$ cat src/rtl/uart_rx.sv
// 8N1 UART receiver: two-flop synchronizer, mid-bit sampling with a bit-period counter,
// one-cycle byte_valid / frame_err pulses. Frames with one or more stop bits are accepted.
//
//   state | meaning
//   IDLE  | line high, waiting for a falling edge on the synchronized line
//   START | counting to the start-bit midpoint to reject glitches
//   DATA  | sampling 8 data bits LSB first, one per bit period
//   STOP  | sampling the stop bit; good stop publishes the byte
//   BREAK | stop bit was low; wait for the line to return high
module uart_rx #(
   parameter int CLKS_PER_BIT = 16
) (
   input  logic       clk,
   input  logic       rst_n,
   input  logic       bit_in,
   output logic [7:0] byte_out,
   output logic       byte_valid,
   output logic       frame_err,
   output logic       busy
);

   localparam int H  = CLKS_PER_BIT / 2;
   localparam int N  = CLKS_PER_BIT;
   localparam int CW = $clog2(N);

   localparam logic [CW-1:0] CNT_MID = CW'(H - 1);
   localparam logic [CW-1:0] CNT_END = CW'(N - 1);

   localparam logic [2:0] S_IDLE  = 3'd0;
   localparam logic [2:0] S_START = 3'd1;
   localparam logic [2:0] S_DATA  = 3'd2;
   localparam logic [2:0] S_STOP  = 3'd3;
   localparam logic [2:0] S_BREAK = 3'd4;

   logic          sync1_q, sync2_q;
   logic          rx_s;
   logic [2:0]    state_q, state_d;
   logic [CW-1:0] cnt_q, cnt_d;
   logic [2:0]    idx_q, idx_d;
   logic [7:0]    shift_q, shift_d;
   logic [7:0]    byte_q, byte_d;
   logic          valid_q, valid_d;
   logic          ferr_q, ferr_d;

   assign rx_s = sync2_q;

   always_comb begin
      state_d = state_q;
      cnt_d   = cnt_q;
      idx_d   = idx_q;
      shift_d = shift_q;
      byte_d  = byte_q;
      valid_d = 1'b0;
      ferr_d  = 1'b0;
      case (state_q)
         S_IDLE: begin
            if (!rx_s) begin
               state_d = S_START;
               cnt_d   = '0;
            end
         end
         S_START: begin
            if (cnt_q == CNT_MID) begin
               if (rx_s) begin
                  state_d = S_IDLE;
               end else begin
                  state_d = S_DATA;
                  cnt_d   = '0;
                  idx_d   = '0;
               end
            end else begin
               cnt_d = cnt_q + CW'(1);
            end
         end
         S_DATA: begin
            if (cnt_q == CNT_END) begin
               shift_d[idx_q] = rx_s;
               cnt_d          = '0;
               idx_d          = idx_q + 3'd1;
               if (idx_q == 3'd7) state_d = S_STOP;
            end else begin
               cnt_d = cnt_q + CW'(1);
            end
         end
         S_STOP: begin
            if (cnt_q == CNT_END) begin
               cnt_d = '0;
               if (rx_s) begin
                  byte_d  = shift_q;
                  valid_d = 1'b1;
                  state_d = S_IDLE;
               end else begin
                  ferr_d  = 1'b1;
                  state_d = S_BREAK;
               end
            end else begin
               cnt_d = cnt_q + CW'(1);
            end
         end
         S_BREAK: begin
            // A low line here is the tail of the bad frame, never a new start bit.
            if (rx_s) state_d = S_IDLE;
         end
         default: state_d = S_IDLE;
      endcase
   end

   always_ff @(posedge clk) begin
      if (!rst_n) begin
         sync1_q <= 1'b1;
         sync2_q <= 1'b1;
         state_q <= S_IDLE;
         cnt_q   <= '0;
         idx_q   <= '0;
         shift_q <= '0;
         byte_q  <= '0;
         valid_q <= 1'b0;
         ferr_q  <= 1'b0;
      end else begin
         sync1_q <= bit_in;
         sync2_q <= sync1_q;
         state_q <= state_d;
         cnt_q   <= cnt_d;
         idx_q   <= idx_d;
         shift_q <= shift_d;
         byte_q  <= byte_d;
         valid_q <= valid_d;
         ferr_q  <= ferr_d;
      end
   end

   assign byte_out   = byte_q;
   assign byte_valid = valid_q;
   assign frame_err  = ferr_q;
   assign busy       = (state_q != S_IDLE);

endmodule

$ cat config.mk
export PLATFORM = sky130hd
export DESIGN_NAME = uart_rx
export DESIGN_NICKNAME = d
export VERILOG_FILES = /design/src/rtl/uart_rx.sv
export SDC_FILE = /design/constraint.sdc
export NUM_CORES = 1
export LEC_CHECK = 0
export ABC_AREA = 1
export CORE_UTILIZATION = 45
export DETAILED_ROUTE_END_ITERATION = 8
export HOLD_SLACK_MARGIN = 0.15
export MAX_ROUTING_LAYER = met4
export PLACE_DENSITY = 0.73
export SLEW_MARGIN = 5
export SYNTH_ARGS = -nofsm -noshare
export SYNTH_HDL_FRONTEND = slang
export SYNTH_SLANG_ARGS = --single-unit
$ cat constraint.sdc
create_clock -name clk -period 2.56 [get_ports clk]
set_input_delay 0.512 -clock clk [delete_from_list [all_inputs] [get_ports clk]]
set_output_delay 0.512 -clock clk [all_outputs]
set_load 0.005 [all_outputs]
[Yosys cells after proc, flatten, opt, wreduce, memory -nomap -nowiden]
Cells that the tools add are included.
Storage, ports and cells
  input port bits: 3
  word-level logic and storage cells: 60
  output and inout port bits: 11
  register bits after elaboration: 30
Operators by class
  add/sub/neg operators: 2
  muxes and demuxes: 22
  $lt $le $gt $ge: 2
  eq/ne operators: 14
  reduce and logical (&&, ||, !) cells: 11
Operators by type and width (count)
  3-bit 2-to-1 mux: 10
  3-bit one-hot mux with 5 select lines: 1
  2-bit != test (second input constant): 7
  4-bit 2-to-1 mux: 3
  4-bit one-hot mux with 3 select lines: 1
  8-bit bitwise mux: 1
  3-bit by 2-bit == test with 1-bit output (second input constant): 2
  3-bit == test (second input constant): 2
  3-bit one-hot mux with 2 select lines: 1
  3-bit AND reduction: 2
  6-bit AND reduction: 1
  3-bit nonzero test: 2
  4-bit by 1-bit adder with 4-bit output (second input constant): 1
  4-bit by 3-bit == test with 1-bit output (second input constant): 1
  4-bit == test (second input constant): 1
  3-bit by 4-bit < comparator with 1-bit output (second input constant): 1
  4-bit AND reduction: 1
  3-bit by 1-bit adder with 3-bit output (second input constant): 1
  1-bit demux with 3-bit select: 1
  3-bit by 1-bit == test with 1-bit output (second input constant): 1
  3-bit by 1-bit >= comparator with 1-bit output (second input constant): 1
  3-bit logical NOT: 1
  1-bit 2-to-1 mux: 3
  2-bit 2-to-1 mux: 1
  other kinds (4): 4

[Longest topological paths before layout]
Gate-level depths: netlist of the first run.
  depth in word-level cells: 5
  mapped depth: 10
  gate-level depth less buffers: 10

[Worst setup path after synthesis of the first run]
OpenSTA, ideal clock, no wires.
  path type: flip-flop to flip-flop
  start point: register cnt_q[0]
  end point: register byte_q[0], in the netlist byte_out[0]
  buffers on the path: 0
  period minus slack after synthesis: 1.397 ns
  setup time: 0.116 ns
  required time: 2.444 ns
  path slack: 1.163 ns
  stages on the path, launching flop included: 7
  arrival time: 1.281 ns
  cells stage by stage: dfxtp_1 -> ha_1 -> nand3_4 -> nor3_4 -> inv_2 -> nor2_1 -> nor2_1
On the way
  cells in the longest elaborated chain, start to end: 2
RTL lines
  start: declaration: RTL line 38  | logic [CW-1:0] cnt_q, cnt_d;
  start signal: assignment: RTL line 123  | cnt_q <= cnt_d;
  4-bit == test: RTL line 86  | if (cnt_q == CNT_END) begin
  3-bit AND reduction (no source line)
  end signal: assignment: RTL line 126  | byte_q <= byte_d;
  end: declaration: RTL line 41  | logic [7:0] byte_q, byte_d;
No other way between the ends.
A chain may end at the register's enable or synchronous reset.

[Final worst setup path of the first run]
  start point: register state_q[1]
  end point: output port busy
On the way
  cells in the longest elaborated chain, start to end: 1
RTL lines
  start: declaration: RTL line 37  | logic [2:0] state_q, state_d;
  start signal: assignment: RTL line 122  | state_q <= state_d;
  3-bit nonzero test: RTL line 135  | assign busy = (state_q != S_IDLE);
  end: declaration: RTL line 19  | output logic busy
No other way between the ends.

==> results of run 1 <==
-- worst max-delay path by stage --
| stage | startpoint | endpoint | slack, ns | cells past startpoint |
|---|---|---|---|---|
| 5_1_grt | state_q[1] | busy | 0.43 | 3 |
| 4_1_cts | state_q[1] | busy | 0.51 | 3 |
| 3_5_place_dp | rst_n | rx_s | 0.72 | 4 |
| 6_report | state_q[1] | busy | 0.52 | 3 |
| 2_1_floorplan | cnt_q[0] | byte_out[0] | 1.16 | 6 |
| 3_3_place_gp | rst_n | sync1_q | 0.75 | 4 |
-- layout make-up --
| type | count | area share, % |
|---|---|---|
| repair buffers | 14 | 8.65 |
| clock inverters | 2 | 0.787 |
| well taps | 31 | 2.44 |
| inverters | 14 | 3.30 |
| clock buffers | 6 | 3.23 |
| multi-input cells | 144 | 43.8 |
| flip-flops and latches | 30 | 37.8 |
-- cell usage in the layout (no fill, tap or decap) --
| cell | synthesis | final |
|---|---|---|
| nor2_1 | 41 | 41 |
| nand2_1 | 34 | 34 |
| dfxtp_1 | 30 | 30 |
| o21ai_0 | 17 | 17 |
| clkdlybuf4s50_1 | 0 | 13 |
| a21oi_1 | 12 | 12 |
| inv_1 | 11 | 11 |
| nand3_1 | 9 | 9 |
| nor3_1 | 7 | 7 |
| nor2_2 | 6 | 6 |
| clkbuf_4 | 0 | 5 |
| nand2_2 | 4 | 4 |
| inv_2 | 3 | 3 |
| ha_1 | 3 | 3 |
| or2_2 | 2 | 2 |
| a31oi_1 | 2 | 2 |
| nand3_4 | 1 | 1 |
| nor3_4 | 1 | 1 |
| nand4_1 | 1 | 1 |
| o22ai_1 | 1 | 1 |
| and2_1 | 1 | 1 |
| a211oi_1 | 1 | 1 |
| o21ai_1 | 1 | 1 |
| clkinvlp_4 | 0 | 1 |
| clkinv_2 | 0 | 1 |
| clkbuf_8 | 0 | 1 |
| buf_4 | 0 | 1 |
-- power groups by stage --
stage / Combinational, mW / Clock, mW / Sequential [mW]
after detailed placement: 0.283 / 0 / 0.560
after global routing: 0.329 / 0.327 / 0.554
after floorplan: 0.219 / 0 / 0.547
final: 0.289 / 0.303 / 0.550
after CTS: 0.285 / 0.309 / 0.549
after global placement: 0.287 / 0 / 0.559
-- layer usage --
metal | GRT usage, % | vias up | routed length [µm]
met2 | 28.9 | 58 | 1240
met4 | 12.9 | 0 | 71
met5 | - | - | 0
li1 | - | 664 | -
met3 | 5.22 | 7 | 188
met1 | 27.4 | 591 | 1400
-- critical path, stage by stage, from the launching register on --
cell and delay [ns]:
dfxtp_1 0.46, inv_1 0.14, nand2_1 0.09, clkdlybuf4s50_1 0.49
-- flip-flops by register name, summed over array words and instances (netlist names), 3 cells and up --
name,flops
idx_q,3
byte_out,8
shift_q,8
cnt_q,4
state_q,3
-- cells by family after synthesis --
kind of cell / Yosys count / share of synthesized area (%)
simple gates: 107 / 35.4
compound gates: 34 / 12.9
flops: 30 / 44.1
buf+inv: 17 / 4.77
fa+ha+maj: 3 / 2.76
-- stage by stage --
stage / worst slack (ns) / power (mW) / util (%)
floorplan: 1.16 / 0.766 / -
global placement: 0.754 / 0.846 / 54.4
detailed placement: 0.720 / 0.843 / 54.4
CTS: 0.514 / 1.14 / 56.7
global route: 0.435 / 1.21 / 56.7
finish: 0.523 / 1.14 / 56.7
==> flow_metrics.env, run 1 <==
export IMPL_layout_min_cycle_time_ns=2.04
export IMPL_final_cells=241
export IMPL_cts_max_path_buffers=2
export IMPL_violations="DRC"
export IMPL_synth_top_area_cell="dfxtp_1"
export IMPL_multiInputGateArea_um2=697
export IMPL_grt_use_total_pct=21.0
export IMPL_fill_cells=280
export IMPL_critPathMaxFanout=7
export IMPL_maxSlewHeadroom_pct=70.8
export IMPL_seq_area_frac_synth_pct=44.1
export IMPL_dieArea_um2=3250
export IMPL_p_sw_share_pct=35.7
export IMPL_first_pass_iters=7
export IMPL_cts_sinks=30
export IMPL_nets=215
export IMPL_row_count=19
export IMPL_gp_congestion=0.847
export IMPL_netlist_instances=191
export IMPL_worstReg2RegStart="cnt_q[0]"
export IMPL_reg2regPathDepth=6
export IMPL_post_cts_buffers=0
export IMPL_grt_ovfl_total=0
export IMPL_cp_data_required_time_ns=2.05
export IMPL_wl_um=2900
export IMPL_syn_avg_cell_area_um2=7.13
export IMPL_die_w_um=57.0
export IMPL_ys_top_cells_by_count="41 x nor2_1, 34 x nand2_1, 30 x dfxtp_1, 17 x o21ai_0, 12 x a21oi_1"
export IMPL_layout_drive_gt1_share_pct=12.4
export IMPL_power_density_nw_per_um2=718
export IMPL_synth_flop_cell="dfxtp_1"
export IMPL_min_delay_worst_endpoint="rx_s"
export IMPL_n_antenna_cell=0
export IMPL_post_route_cell_area_um2=1590
export IMPL_rsz0062_at_grt="no"
export IMPL_clk_pin_slew_ns=0.10
export IMPL_antenna_found_initial=0
export IMPL_routed_via_count=1320
export IMPL_initial_core_util_pct=48.6
export IMPL_avgRoutedWirePerCell_um=12.0
export IMPL_path_class="reg -> out"
export IMPL_combPwrFrac_pct=25.3
export IMPL_hold_depth=1
export IMPL_dp_hpwl_um=2070
export IMPL_area_sequential_um2=601
export IMPL_r2r_end="byte_out[1]"
export IMPL_via_per_inst=5.48
export IMPL_portBuffers=13
export IMPL_io_pins=14
export IMPL_fp_dieH_um=57.0
export IMPL_cts_buffers_inserted=5
export IMPL_cts_root_buffer="clkbuf_4"
export IMPL_clock_latency_ns=0.33
export IMPL_grt_max_degree=19
export IMPL_p_leak_nw=0.656
export IMPL_yosysUniqueCellTypes=24
export IMPL_synthTopCellsByArea="dfxtp_1 44%, nor2_1 11%, nand2_1 9.4%"
export IMPL_setup_viol_count_final=0
export IMPL_post_cts_resize_count=0
export IMPL_clock_skew_final_ns=0.00461
export IMPL_grt_pass1_wl_um=5020
export IMPL_syn_nets=197
export IMPL_antenna_left=0
export IMPL_hold_buffers=0
export IMPL_yosysMostFrequentCell="nor2_1"
export IMPL_hold_viol_final=0
export IMPL_cp_arrival_ns=1.52
export IMPL_tns_ns=0
export IMPL_synth_seq_cells=30
export IMPL_dpl_cell_count=233
export IMPL_min_delay_start="sync1_q"
export IMPL_synth_edf_count=0
export IMPL_slew_viol_final=0
export IMPL_start_kind="flop"
export IMPL_min_path_type="reg -> reg"
export IMPL_syn_area_um2=1360
export IMPL_power_frac_seq_pct=48.2
export IMPL_switchingPower_mw=0.408
export IMPL_drc=4
export IMPL_synth_top_area_share_pct=44.1
export IMPL_cell_internal_pwr_mw=0.734
export IMPL_place_area_um2=1530
export IMPL_cts_tree="built"
export IMPL_core_area_um2=2810
export IMPL_outcome="finished with violations"
export IMPL_fin_hold_ws_ns=0.425
export IMPL_area_growth_pct=16.7
export IMPL_peakVddDrop_v=0.000356
export IMPL_endpoint_kind="output port"
export IMPL_rrSetupSlack_ns=0.82
export IMPL_p_clk_share_pct=26.5
export IMPL_h_tree_depth=2
export IMPL_grt_pass1_vias=1157
export IMPL_drtIter0Drc=44
export IMPL_worst_slew_pin_slew_ns=0.437
export IMPL_drv_cap=0
export IMPL_fin_crit_sh_pct=79.6
export IMPL_fmax_mhz=491
export IMPL_synth_warning_count=0
export IMPL_async_flop_share_pct=0
(Power assumes the default switching activity.)
==> inputs of run 2 (changes only) <==
clock period = 2.1 ns   (was 2.56 ns; I/O delays follow)
==> run 2 against run 1 <==
- the run still ends with DRC left
- die area did not move
- count of clock-buffer cells in the layout up 1
- cell area shrank 0.24%
- sequential share of layout area up 0.090 points
- combinational power grew 22%
==> flow_metrics.env, run 2 (synthesized netlist as in run 1, its figures left out) <==
export IMPL_gp_congestion=0.915
export IMPL_min_delay_start="sync1_q"
export IMPL_fin_util_pct=56.6
export IMPL_cts_max_path_buffers=2
export IMPL_h_tree_depth=2
export IMPL_cts_root_buffer="clkbuf_4"
export IMPL_antenna_found_initial=0
export IMPL_post_cts_buffers=0
export IMPL_grt_use_total_pct=20.9
export IMPL_final_common_cell="nor2_1"
export IMPL_n_antenna_cell=0
export IMPL_io_pins=14
export IMPL_portBuffers=13
export IMPL_antenna_left=0
export IMPL_cp_arrival_ns=1.51
export IMPL_dp_hpwl_um=2090
export IMPL_hold_depth=1
export IMPL_rrSetupSlack_ns=0.46
export IMPL_grt_max_degree=18
export IMPL_worstReg2RegStart="cnt_q[0]"
export IMPL_min_path_type="reg -> reg"
export IMPL_cts_tree="built"
export IMPL_min_delay_worst_endpoint="rx_s"
export IMPL_fp_dieH_um=57.0
export IMPL_reg2regPathDepth=6
export IMPL_r2r_end="byte_out[1]"
export IMPL_grt_pass1_vias=1135
export IMPL_p_leak_nw=0.657
export IMPL_hold_buffers=0
export IMPL_highest_layer="met4"
export IMPL_endpoint_kind="output port"
export IMPL_core_area_um2=2810
export IMPL_first_pass_iters=6
export IMPL_die_w_um=57.0
export IMPL_grt_pass1_wl_um=4960
export IMPL_fmax_mhz=517
export IMPL_clock_skew_final_ns=0.00565
export IMPL_nets=215
export IMPL_clk_pin_slew_ns=0.09
export IMPL_slew_viol_final=0
export IMPL_row_count=19
export IMPL_mostFrequentLayoutCells="41 x nor2_1, 34 x nand2_1, 30 x dfxtp_1"
export IMPL_initial_core_util_pct=48.6
export IMPL_routed_via_count=1297
export IMPL_area_growth_pct=16.4
export IMPL_peakVddDrop_v=0.000490
export IMPL_setup_viol_count_final=0
export IMPL_cts_buffers_inserted=5
export IMPL_critPathMaxFanout=7
export IMPL_worst_slew_pin_slew_ns=0.434
export IMPL_outcome="finished with violations"
export IMPL_violations="DRC"
export IMPL_cp_data_required_time_ns=1.68
export IMPL_clock_latency_ns=0.33
export IMPL_dieArea_um2=3250
export IMPL_via_per_inst=5.38
export IMPL_tns_ns=0
export IMPL_drtIter0Drc=57
export IMPL_layout_min_cycle_time_ns=1.93
export IMPL_hold_viol_final=0
export IMPL_fin_crit_sh_pct=92.1
export IMPL_rsz0062_at_grt="no"
export IMPL_maxSlewHeadroom_pct=71.0
export IMPL_post_cts_resize_count=0
export IMPL_cts_sinks=30
export IMPL_avgRoutedWirePerCell_um=12.1
export IMPL_wl_met3_um=165
export IMPL_dr_wl_met2_um=1290
export IMPL_drc=5
export IMPL_total_power_mw=1.38
export IMPL_power_density_nw_per_um2=869
export IMPL_path_class="reg -> out"
export IMPL_layout_drive_gt1_share_pct=11.9
export IMPL_grt_ovfl_total=0
export IMPL_wl_um=2920
export IMPL_drv_cap=0
export IMPL_start_kind="flop"
export IMPL_m1WireLength_um=1390
==> run 2: per-stage QoR <==
step	cell area, µm²	cells	worst slack, ns	hold WS (ns)
finish	1590	241	0.166	0.434
global route	1590	241	0.0488	0.466
CTS	1590	241	0.163	0.441
detailed placement	1530	233	0.465	0.421
global placement	1530	233	0.538	0.416
floorplan	1360	191	0.703	0.393
==> run 2: how the worst max path moves through the flow <==
stage	start	to	slack (ns)	cells after the start
final	state_q[1]	busy	0.17	3
after global routing	state_q[1]	busy	0.05	3
after CTS	state_q[1]	busy	0.16	3
after detailed placement	cnt_q[0]	byte_out[1]	0.46	6
after global placement	rst_n	rx_s	0.54	3
after floorplan	cnt_q[0]	byte_out[0]	0.70	6
==> run 2: report_power, final <==
group | switching, mW | total, mW | internal (mW)
clock | 0.190 | 0.352 | 0.162
sequential | 0.0640 | 0.671 | 0.607
combinational | 0.226 | 0.354 | 0.128
total | 0.481 | 1.38 | 0.898
==> run 2: final cells by class <==
cell class                      instances  area [µm²]
Fill cell                             259        1220
Multi-Input combinational cell        144         697
Sequential cell                        30         601
Timing Repair Buffer                   14         138
Clock buffer                            7        55.1
Inverter                               14        52.6
Tap cell                               31        38.8
Clock inverter                          1        5.00
==> run 2: critical path: stages, from the launching register on <==
cell and delay (ns):
dfxtp_1 0.46, inv_1 0.14, nand2_1 0.09, clkdlybuf4s50_1 0.49
==> run 2: metal layers <==
layer,vias to the layer above,track usage (%)
met1,591,26.1
met5,-,-
met2,40,30.3
met4,0,13.6
met3,8,4.76
li1,658,-
